## src/rtl/taglist_seq_player.sv

```systemverilog
// Plays ROM address ranges described by taglist RAM entries, one sequence per request.
// Optional macro TAGLIST_AUTO_ADVANCE_EN chains sequences until an entry with eof set.
module taglist_seq_player #(
    parameter int unsigned ADDR_W = 10,
    parameter int unsigned SEQ_W  = 7
) (
    input  logic              clk_50MHz,
    input  logic              reset,
    input  logic              gen_done,
    input  logic              play_req,
    input  logic [SEQ_W-1:0]  play_seq,
    output logic              play_busy,
    output logic [SEQ_W-1:0]  tag_rd_addr,
    input  logic [31:0]       tag_rd_data,
    output logic [ADDR_W-1:0] rom_addr,
    output logic              rom_valid,
    input  logic              rom_ready,
    output logic              seq_done,
    output logic              seq_last,
    output logic              seq_err
);

    typedef enum logic [2:0] {
        S_IDLE, S_FETCH, S_WAIT, S_CHECK, S_STREAM, S_DONE, S_ERR
    } state_t;

    state_t            state, state_nxt;
    logic [SEQ_W-1:0]  cur_seq;
    logic [ADDR_W-1:0] cnt, end_r;
    logic              eof_r;

    logic [SEQ_W-1:0]  entry_seq;
    logic [ADDR_W-1:0] entry_start, entry_end;
    logic              entry_ok;
    logic              unused_tag_bits;

    assign entry_seq       = SEQ_W'(tag_rd_data[27:21]);
    assign entry_start     = ADDR_W'(tag_rd_data[20:11]);
    assign entry_end       = ADDR_W'(tag_rd_data[10:1]);
    assign entry_ok        = (entry_seq == cur_seq) && (entry_start <= entry_end);
    assign unused_tag_bits = ^tag_rd_data[31:28];

    always_ff @(posedge clk_50MHz) begin
        if (reset) state <= S_IDLE;
        else       state <= state_nxt;
    end

    always_comb begin
        state_nxt = state;
        case (state)
            S_IDLE:   if (play_req && gen_done) state_nxt = S_FETCH;
            S_FETCH:  state_nxt = S_WAIT;
            S_WAIT:   state_nxt = S_CHECK;
            S_CHECK:  state_nxt = entry_ok ? S_STREAM : S_ERR;
            S_STREAM: if (rom_ready && (cnt == end_r)) state_nxt = S_DONE;
`ifdef TAGLIST_AUTO_ADVANCE_EN
            S_DONE:   state_nxt = eof_r ? S_IDLE : S_FETCH;
`else
            S_DONE:   state_nxt = S_IDLE;
`endif
            S_ERR:    state_nxt = S_IDLE;
            default:  state_nxt = S_IDLE;
        endcase
    end

    always_ff @(posedge clk_50MHz) begin
        if (reset) begin
            cur_seq  <= '0;
            cnt      <= '0;
            end_r    <= '0;
            eof_r    <= 1'b0;
            seq_last <= 1'b0;
        end else begin
            case (state)
                S_IDLE:   if (play_req && gen_done) cur_seq <= play_seq;
                S_CHECK:  if (entry_ok) begin
                    cnt   <= entry_start;
                    end_r <= entry_end;
                    eof_r <= tag_rd_data[0];
                end
                // cnt holds at end_r on the final beat so rom_addr never runs past the range
                S_STREAM: if (rom_ready && (cnt != end_r)) cnt <= cnt + ADDR_W'(1);
                S_DONE: begin
                    seq_last <= eof_r;
`ifdef TAGLIST_AUTO_ADVANCE_EN
                    if (!eof_r) cur_seq <= cur_seq + SEQ_W'(1);
`endif
                end
                default: ;
            endcase
        end
    end

    assign play_busy   = (state != S_IDLE);
    assign tag_rd_addr = cur_seq;
    assign rom_addr    = cnt;
    assign rom_valid   = (state == S_STREAM);
    assign seq_done    = (state == S_DONE);
    assign seq_err     = (state == S_ERR);

endmodule

```

## config.mk

```make
export PLATFORM = sky130hd
export DESIGN_NAME = taglist_seq_player
export DESIGN_NICKNAME = d
export VERILOG_FILES = /design/src/rtl/taglist_seq_player.sv
export SDC_FILE = /design/constraint.sdc
export NUM_CORES = 1
export LEC_CHECK = 0
export ABC_AREA = 1
export BUFFER_PORTS_ARGS = -buffer_cell sky130_fd_sc_hd__buf_4
export CAP_MARGIN = 0
export CELL_PAD_IN_SITES_DETAIL_PLACEMENT = 0
export CELL_PAD_IN_SITES_GLOBAL_PLACEMENT = 2
export CORE_ASPECT_RATIO = 1.25
export CORE_MARGIN = 2
export CORE_UTILIZATION = 28
export CTS_CLUSTER_SIZE = 8
export DETAILED_ROUTE_END_ITERATION = 7
export PLACE_DENSITY = 0.89
export SLEW_MARGIN = 25
export SYNTH_ARGS = -nofsm -noshare
export SYNTH_HDL_FRONTEND = slang
export SYNTH_SLANG_ARGS = --single-unit
```

## constraint.sdc

```tcl
create_clock -name clk_50MHz -period 2.2 [get_ports clk_50MHz]
set_clock_uncertainty 0.05 [all_clocks]
set_input_delay 0 -clock clk_50MHz [delete_from_list [all_inputs] [get_ports clk_50MHz]]
set_output_delay 0 -clock clk_50MHz [all_outputs]
set_load 0.01 [all_outputs]
```

==> summary.md, run 1 <==
| Metric | Value |
|---|---|
| CP Class | in2reg |
| Die W | between 80 and 90 microns |
| Cell count after placement | 460 |
| Top cells by count, synth | nand2_1, inv_1, nor2_1 |
| Worst r2r path cells | 9 |
| Setup slack after layout | 0.171 ns |
| Main synth FF type | dfxtp_1 |
| Critical Path Fanout Max | 19 |
| Layout Nets | between 400 and 500 |
| Syn Nets | roughly 370 |
| Post-synth top area share | between 30% and 40% |
| Most frequent cell after synthesis | nand2_1 |
| Fillers | ~780 |
| Core Area | about 7000 sq um |
| CP delay by family, top | buffers and inverters |
| YS warnings | 0 |
| Post-DP HPWL | between 4000 and 5000 microns |
| CTS tree | done |
| Minimum clock period after layout | roughly 2 ns |
| Largest family of logic cells by synthesized area | simple AND/OR/NAND/NOR gates |
| Latest clock arrival within the worst-skew pair | around 0.29 ns |
| Worst r2r src | rom_addr[0]$_SDFFE_PP0P_ |
| Inserted Clock Buffers | 5 |
| Simple-Gate Fraction of Synth Area | 32.3% |
| Hold violation total from the final report | 0 |
| Area after DPL | ~2600 sq um |
| Hold slack | ~0.011 ns |
| CP startpoint kind | input port |
| Initial Utilization | between 20% and 30% |
| Largest net degree at the start of global routing | 20 |
| FMAX | between 400 and 500 MHz |
| Post-Synth Adder-Cell Area | around 6.7% |
| FF-to-FF End | state[0]$_SDFFE_PP0P_ |
| Switching power total | 0.391 mW |
| Rel. slew slack | around 60% |
| Clock Path Buffers | 2 |
| Asr flop ratio synth | 0% |
| Peak supply drop | ~220 uV |
| DRC violations left | 0 |
| Layout Cells excl Fill | a little under 500 |
| Flop pwr share | between 40% and 50% |
| Internal Power | 1.00 mW |
| DRT Pass-1 Iters | 4 |
| Clock power share | between 30% and 40% |
| Initial antenna violation count | 0 |
| Pins over their slew limit | 0 |
| Sw Share | between 20% and 30% |
| Final period util | just over 90% |
| Worst-margin pin slew | between 0.6 and 0.7 ns |
| HP Start | tag_rd_data[12] |
| Dpl ws | between 0.4 and 0.5 ns |
| Max cap viols | 0 |
| Peak per-stage delay on the critical path | about 0.56 ns |
| Leakage | ~1.4 nW |
| Drt via density | 4.48 |
| Vias in the first global route | 2062 |
| Total power | about 1.4 mW |
| Top cells by area, synth | dfxtp_1, nand2_1, inv_1 |
| Via count | ~2200 |
| Comb power frac | 20.8% |
| Critical path buffers and inverters | 4 |
| Area leader, netlist | dfxtp_1 |
| Setup tns final | 0 ns |
| H-tree levels | 2 |
| I/O Pins | 66 |
| First-pass GRT wire length | 9550 microns |
| Fin area | 2930 sq um |
| Hold Path Stages | 5 |
| GRT Overall Usage | between 10% and 20% |
| RSZ-0062 raised after global routing | false |
| Slowest CP cell | dlygate4sd3_1 |
| Worst path required time | about 2.3 ns |
| WP data arrival | about 2.2 ns |
| Pwr/cell area | 475 nW/um^2 |
| Status | completed |
| Worst path cell trace | dlygate4sd3_1 > buf_4 > clkinv_1 > nand3_1 > a211oi_1 > dlygate4sd3_1 |
| Synthesized flop and latch total | 32 |
| Hold Crit Class | in2reg |
| Crit. End Element | flip-flop |
| Count of input and output buffers | 61 |
| Avg WL per Cell | ~12 microns |
| Ratio of cells with drive above 1 in the final layout | between 20% and 30% |
| Die area | slightly above 8000 sq um |
| Avg Cell Area, Syn | around 6.6 sq um |
| Mapped Area | between 2000 and 2500 sq um |
| Finished Core Util | between 40% and 50% |
| Mux share of post-synthesis cell area | less than 1% |
| Setup violations, final | 0 |
| Most Frequent Cell on Critical Path | dlygate4sd3_1 |
| Die Y | about 100 microns |
| Grt ovf | 0 |
| Post-synth EDFFs | 0 |
| # rows | 34 |
| Slack of the worst reg-to-reg path | approximately 0.27 ns |
| Synth Area in Compound Gates | between 10% and 20% |
| Final WL | around 5800 microns |
| Layout area overhead | 42.6% |
| Sink Count | 32 |
| Final GP Congestion | roughly 0.8 |
| Worst Hold End | rom_addr[1]$_SDFFE_PP0P_ |
| DR iter-0 viols | 58 |
| Sequential area share after synthesis | between 30% and 40% |
| DRT antenna net count | 0 |
| Inserted Diodes | 0 |
| Post-synthesis cell count | approximately 310 |
| Reg clk slew, reported paths | approximately 0.070 ns |
| Library cells used by synthesis | 32 |
| Fraction of synthesized cell area in xor and xnor cells | under 10% |
| CTS root buffer | clkbuf_8 |
-- layer usage --
| metal | wire length [microns] | up-vias | global-route usage, % |
|---|---|---|---|
| li1 | - | 1160 | - |
| met1 | 2650 | 969 | 18.5 |
| met2 | 2830 | 62 | 27.1 |
| met3 | 283 | 5 | 2.97 |
| met4 | 70 | 0 | 5.08 |
| met5 | 0 | - | 0 |
-- layout make-up --
| cell class | count | area [sq um] | area share [%] |
|---|---|---|---|
| clock buffer | 6 | 82.6 | 2.82 |
| clock inverter | 2 | 10.0 | 0.342 |
| inverter | 43 | 161 | 5.51 |
| multi-input combinational | 228 | 1200 | 40.9 |
| sequential | 32 | 642 | 21.9 |
| tap | 90 | 113 | 3.84 |
| timing repair buffer | 89 | 723 | 24.7 |
-- power groups by stage --
| stage | sequential [mW] | combinational, mW | clock, mW |
|---|---|---|---|
| finish | 0.619 | 0.289 | 0.484 |
| global route | 0.622 | 0.327 | 0.525 |
| detailed placement | 0.633 | 0.259 | 0 |
| global placement | 0.632 | 0.256 | 0 |
| CTS | 0.620 | 0.294 | 0.502 |
| floorplan | 0.636 | 0.130 | 0 |
-- state kept, by name, indices dropped and copies added (netlist names) --
register     count
state            3
end_r           10
eof_r            1
rom_addr        10
seq_last         1
tag_rd_addr      7
-- layout by cell type (no fill, tap or decap) --
cell type and instances:
o21a_1 1, nand2_1 74, xnor2_1 4, a31oi_1 1, dfxtp_2 1, buf_4 67
xor2_1 10, o21bai_1 1, a21oi_1 28, a21oi_2 2, nand3_2 1, o21ai_4 1
nor3_1 1, nand2_2 4, o21ai_0 11, nor2_1 38, dfxtp_1 31, a22oi_1 1
or2_1 2, clkinv_1 1, clkinv_2 2, nand3_1 27, dlygate4sd3_1 22, nand2_4 1
nand4_1 5, inv_1 42, ha_1 11, mux2i_1 1, clkbuf_8 6, a211oi_1 1
and2_1 1, or2_2 1
-- cells by family (layout without fill, tap and decap cells) --
family | count (synthesis) | in the layout
flops | 32 | 32
compound gates | 47 | 47
buf+inv | 53 | 140
simple gates | 155 | 155
fa+ha+maj | 11 | 11
mux | 1 | 1
xor+xnor | 14 | 14
-- worst max-delay path by stage --
stage,from,to,cells past startpoint
2_1_floorplan,rom_addr[0]$_SDFFE_PP0P_,rom_addr[6]$_SDFFE_PP0P_,10
3_3_place_gp,rom_addr[0]$_SDFFE_PP0P_,rom_addr[2]$_SDFFE_PP0P_,10
3_5_place_dp,rom_addr[0]$_SDFFE_PP0P_,rom_addr[4]$_SDFFE_PP0P_,10
4_1_cts,reset,state[0]$_SDFFE_PP0P_,6
5_1_grt,reset,state[0]$_SDFFE_PP0P_,6
6_report,reset,state[0]$_SDFFE_PP0P_,6
-- worst reg2reg max path, stage by stage, from the launching register on --
cell and delay (ns):
dfxtp_2 0.38, inv_1 0.06, nand2_1 0.05, nand2_1 0.05
a21oi_1 0.15, nand3_1 0.18, nor2_1 0.12, nand2_1 0.06
a211oi_1 0.19, dlygate4sd3_1 0.57
-- timing repair --
action | in CTS | in global routing
gates resized for setup | 0 | 1
hold buffers | 22 | 0
buffers inserted | 0 | 0
hold endpoints to repair | 22 | 0
setup endpoints to repair | 0 | 1
Note: power is estimated with default switching activity, not from simulation.
==> run 2, diff against run 1 <==
Settings changed: CELL_PAD_IN_SITES_DETAIL_PLACEMENT 0 to 1, MAX_ROUTING_LAYER set to met4.
==> run 2 against run 1 <==
Net effect: critical path depth is the same; wire length grew 9.6%; highest routed layer unchanged; via count grew 3.2%; clock power grew 30%; core utilization grew 0.50 points; first-iteration DRC count grew 8.6%; critical endpoint unchanged; sequential power is essentially flat.
==> summary.md, run 2 (synthesized netlist as in run 1, its figures left out) <==
| Metric | Value |
|---|---|
| Worst-margin pin slew | 0.593 ns (was 0.617 ns) |
| Vias in the first global route | 2303 (was 2062) |
| Sequential cell area | 642 sq um (unchanged) |
| FF-to-FF End | state[0]$_SDFFE_PP0P_ (unchanged) |
| Slowest CP cell | dlygate4sd3_1 (unchanged) |
| Worst r2r path cells | 7 (was 9) |
| Peak per-stage delay on the critical path | 0.56 ns (about the same) |
| Via count | 2267 (was 2196) |
| Worst Hold End | rom_addr[4]$_SDFFE_PP0P_ (was rom_addr[1]$_SDFFE_PP0P_) |
| Finished Core Util | 42.2% (was 41.7%) |
| CP startpoint kind | input port (unchanged) |
| Fillers | 899 (was 778) |
| I/O Pins | 66 (unchanged) |
| Rel. slew slack | 60.2% (was 58.6%) |
| CTS tree | done (unchanged) |
| Final period util | 91.8% (was 92.2%) |
| Initial Utilization | 29.3% (unchanged) |
| Pins over their slew limit | 0 (unchanged) |
| Avg WL per Cell | 13.1 microns (was 11.9 microns) |
| Fin area | 2970 sq um (was 2930 sq um) |
| Latest clock arrival within the worst-skew pair | 0.29 ns (about the same) |
| Hold Path Stages | 5 (unchanged) |
| Die Y | 99.8 microns (unchanged) |
| Slack of the worst reg-to-reg path | 0.26 ns (was 0.27 ns) |
| Hold violation total from the final report | 0 (unchanged) |
| Count of input and output buffers | 61 (unchanged) |
| Footprint of the multi-input gates | 1200 sq um (about the same) |
| Post-DP HPWL | 4930 microns (was 4460 microns) |
| Drt via density | 4.63 (was 4.48) |
| Worst path required time | 2.33 ns (about the same) |
| Final GP Congestion | 0.810 (was 0.799) |
| RSZ-0062 raised after global routing | false (unchanged) |
| Sink Count | 32 (unchanged) |
| Setup slack after layout | 0.181 ns (was 0.171 ns) |
| Inserted Clock Buffers | 5 (unchanged) |
| Max cap viols | 0 (unchanged) |
| Layout area overhead | 44.3% (was 42.6%) |
| Largest net degree at the start of global routing | 20 (unchanged) |
| CTS root buffer | clkbuf_8 (unchanged) |
| CP Class | in2reg (unchanged) |
| Most frequent cells in the layout | nand2_1, buf_4, inv_1 (unchanged) |
| Postcts setup bufs | 0 (unchanged) |
| Most Frequent Cell on Critical Path | dlygate4sd3_1 (unchanged) |
| Minimum clock period after layout | 2.02 ns (was 2.03 ns) |
| H-tree levels | 2 (unchanged) |
| Area after DPL | 2620 sq um (unchanged) |
| Peak supply drop | 239 uV (was 221 uV) |
| Layout Cells excl Fill | 490 (unchanged) |
| Status | completed (unchanged) |
| Cell count after placement | 460 (unchanged) |
| HP Start | tag_rd_data[15] (was tag_rd_data[12]) |
| First-pass GRT wire length | 10700 microns (was 9550 microns) |
| Dpl ws | 0.391 ns (was 0.426 ns) |
| Reg clk slew, reported paths | 0.07 ns (about the same) |
| DR iter-0 viols | 63 (was 58) |
| DRT antenna net count | 0 (unchanged) |
| WP data arrival | 2.15 ns (was 2.16 ns) |
| Setup violations, final | 0 (unchanged) |
| Ratio of cells with drive above 1 in the final layout | 21.8% (was 21.5%) |
| Die W | 80.6 microns (unchanged) |
| Crit. End Element | flip-flop (unchanged) |
| Critical Path Fanout Max | 19 (unchanged) |
| Leakage | 1.44 nW (was 1.43 nW) |
| Layout Nets | 454 (unchanged) |
| Inserted Diodes | 0 (unchanged) |
| GRT Overall Usage | 17.7% (was 15.4%) |
| Die area | 8040 sq um (unchanged) |
| Initial antenna violation count | 0 (unchanged) |
| Setup tns final | 0 ns (unchanged) |
| DRC violations left | 0 (unchanged) |
| Worst path cell trace | dlygate4sd3_1 > buf_4 > clkinv_1 > nand3_1 > a211oi_1 > dlygate4sd3_1 (unchanged) |
| Clock Path Buffers | 2 (unchanged) |
| Worst r2r src | rom_addr[1]$_SDFFE_PP0P_ (was rom_addr[0]$_SDFFE_PP0P_) |
| Most common cell after layout, fill and taps aside | nand2_1 (unchanged) |
| Grt ovf | 0 (unchanged) |
| Pwr/cell area | 522 nW/um^2 (was 475 nW/um^2) |
| DRT Pass-1 Iters | 4 (unchanged) |
| Core Area | 7020 sq um (unchanged) |
| Hold Crit Class | in2reg (unchanged) |
| # rows | 34 (unchanged) |
| FMAX | 495 MHz (was 493 MHz) |
| Final WL | 6400 microns (was 5840 microns) |
==> run 2: critical path, delay by kind of cell <==
family          cells  cell delay, ns
simple gates        1            0.28
compound gates      1            0.06
buf+inv             4            1.80
==> run 2: area by class of cell <==
| class | instances | area share, % |
|---|---|---|
| multi-input combinational | 228 | 40.5 |
| timing repair buffer | 89 | 24.4 |
| sequential | 32 | 21.6 |
| inverter | 43 | 5.44 |
| tap | 90 | 3.80 |
| clock buffer | 7 | 3.25 |
| clock inverter | 1 | 1.01 |
==> run 2: report_power, final <==
part           switching, mW  internal, mW
Sequential            0.0207         0.599
Combinational          0.143         0.153
Clock                  0.231         0.400
==> run 2: stage by stage <==
stage                     power (mW)  hold slack, ns
after floorplan                0.765          0.0191
after global placement         0.889           0.228
after detailed placement       0.898           0.246
after CTS                       1.57         0.00318
after global routing            1.63          0.0410
final                           1.55         0.00523
==> run 2: worst max-delay path by stage <==
stage                             start                  endpoint  slack, ns  cells after the start
2_1_floorplan  rom_addr[0]$_SDFFE_PP0P_  rom_addr[6]$_SDFFE_PP0P_       0.66                     10
3_5_place_dp   rom_addr[0]$_SDFFE_PP0P_  rom_addr[5]$_SDFFE_PP0P_       0.39                     10
4_1_cts                           reset     state[0]$_SDFFE_PP0P_       0.14                      6
6_report                          reset     state[0]$_SDFFE_PP0P_       0.18                      6
5_1_grt                 tag_rd_data[10]  rom_addr[1]$_SDFFE_PP0P_      0.004                     13
3_3_place_gp   rom_addr[0]$_SDFFE_PP0P_  rom_addr[2]$_SDFFE_PP0P_       0.43                     10
==> run 2: routing by layer <==
metal  vias to the layer above  global-route usage (%)  routed length (microns)
li1                       1165                       -                        -
met1                      1043                    20.4                     2810
met2                        52                    31.2                     3190
met3                         7                    2.97                      317
met4                         0                    5.48                       91
met5                         -                       -                        0
==> run 2: timing repair <==
action | 4_1_cts | 5_1_grt
endpoints found under the hold margin | 22 | 0
hold buffers | 22 | 0
setup endpoints to repair | 0 | 9
resized for setup | 0 | 2
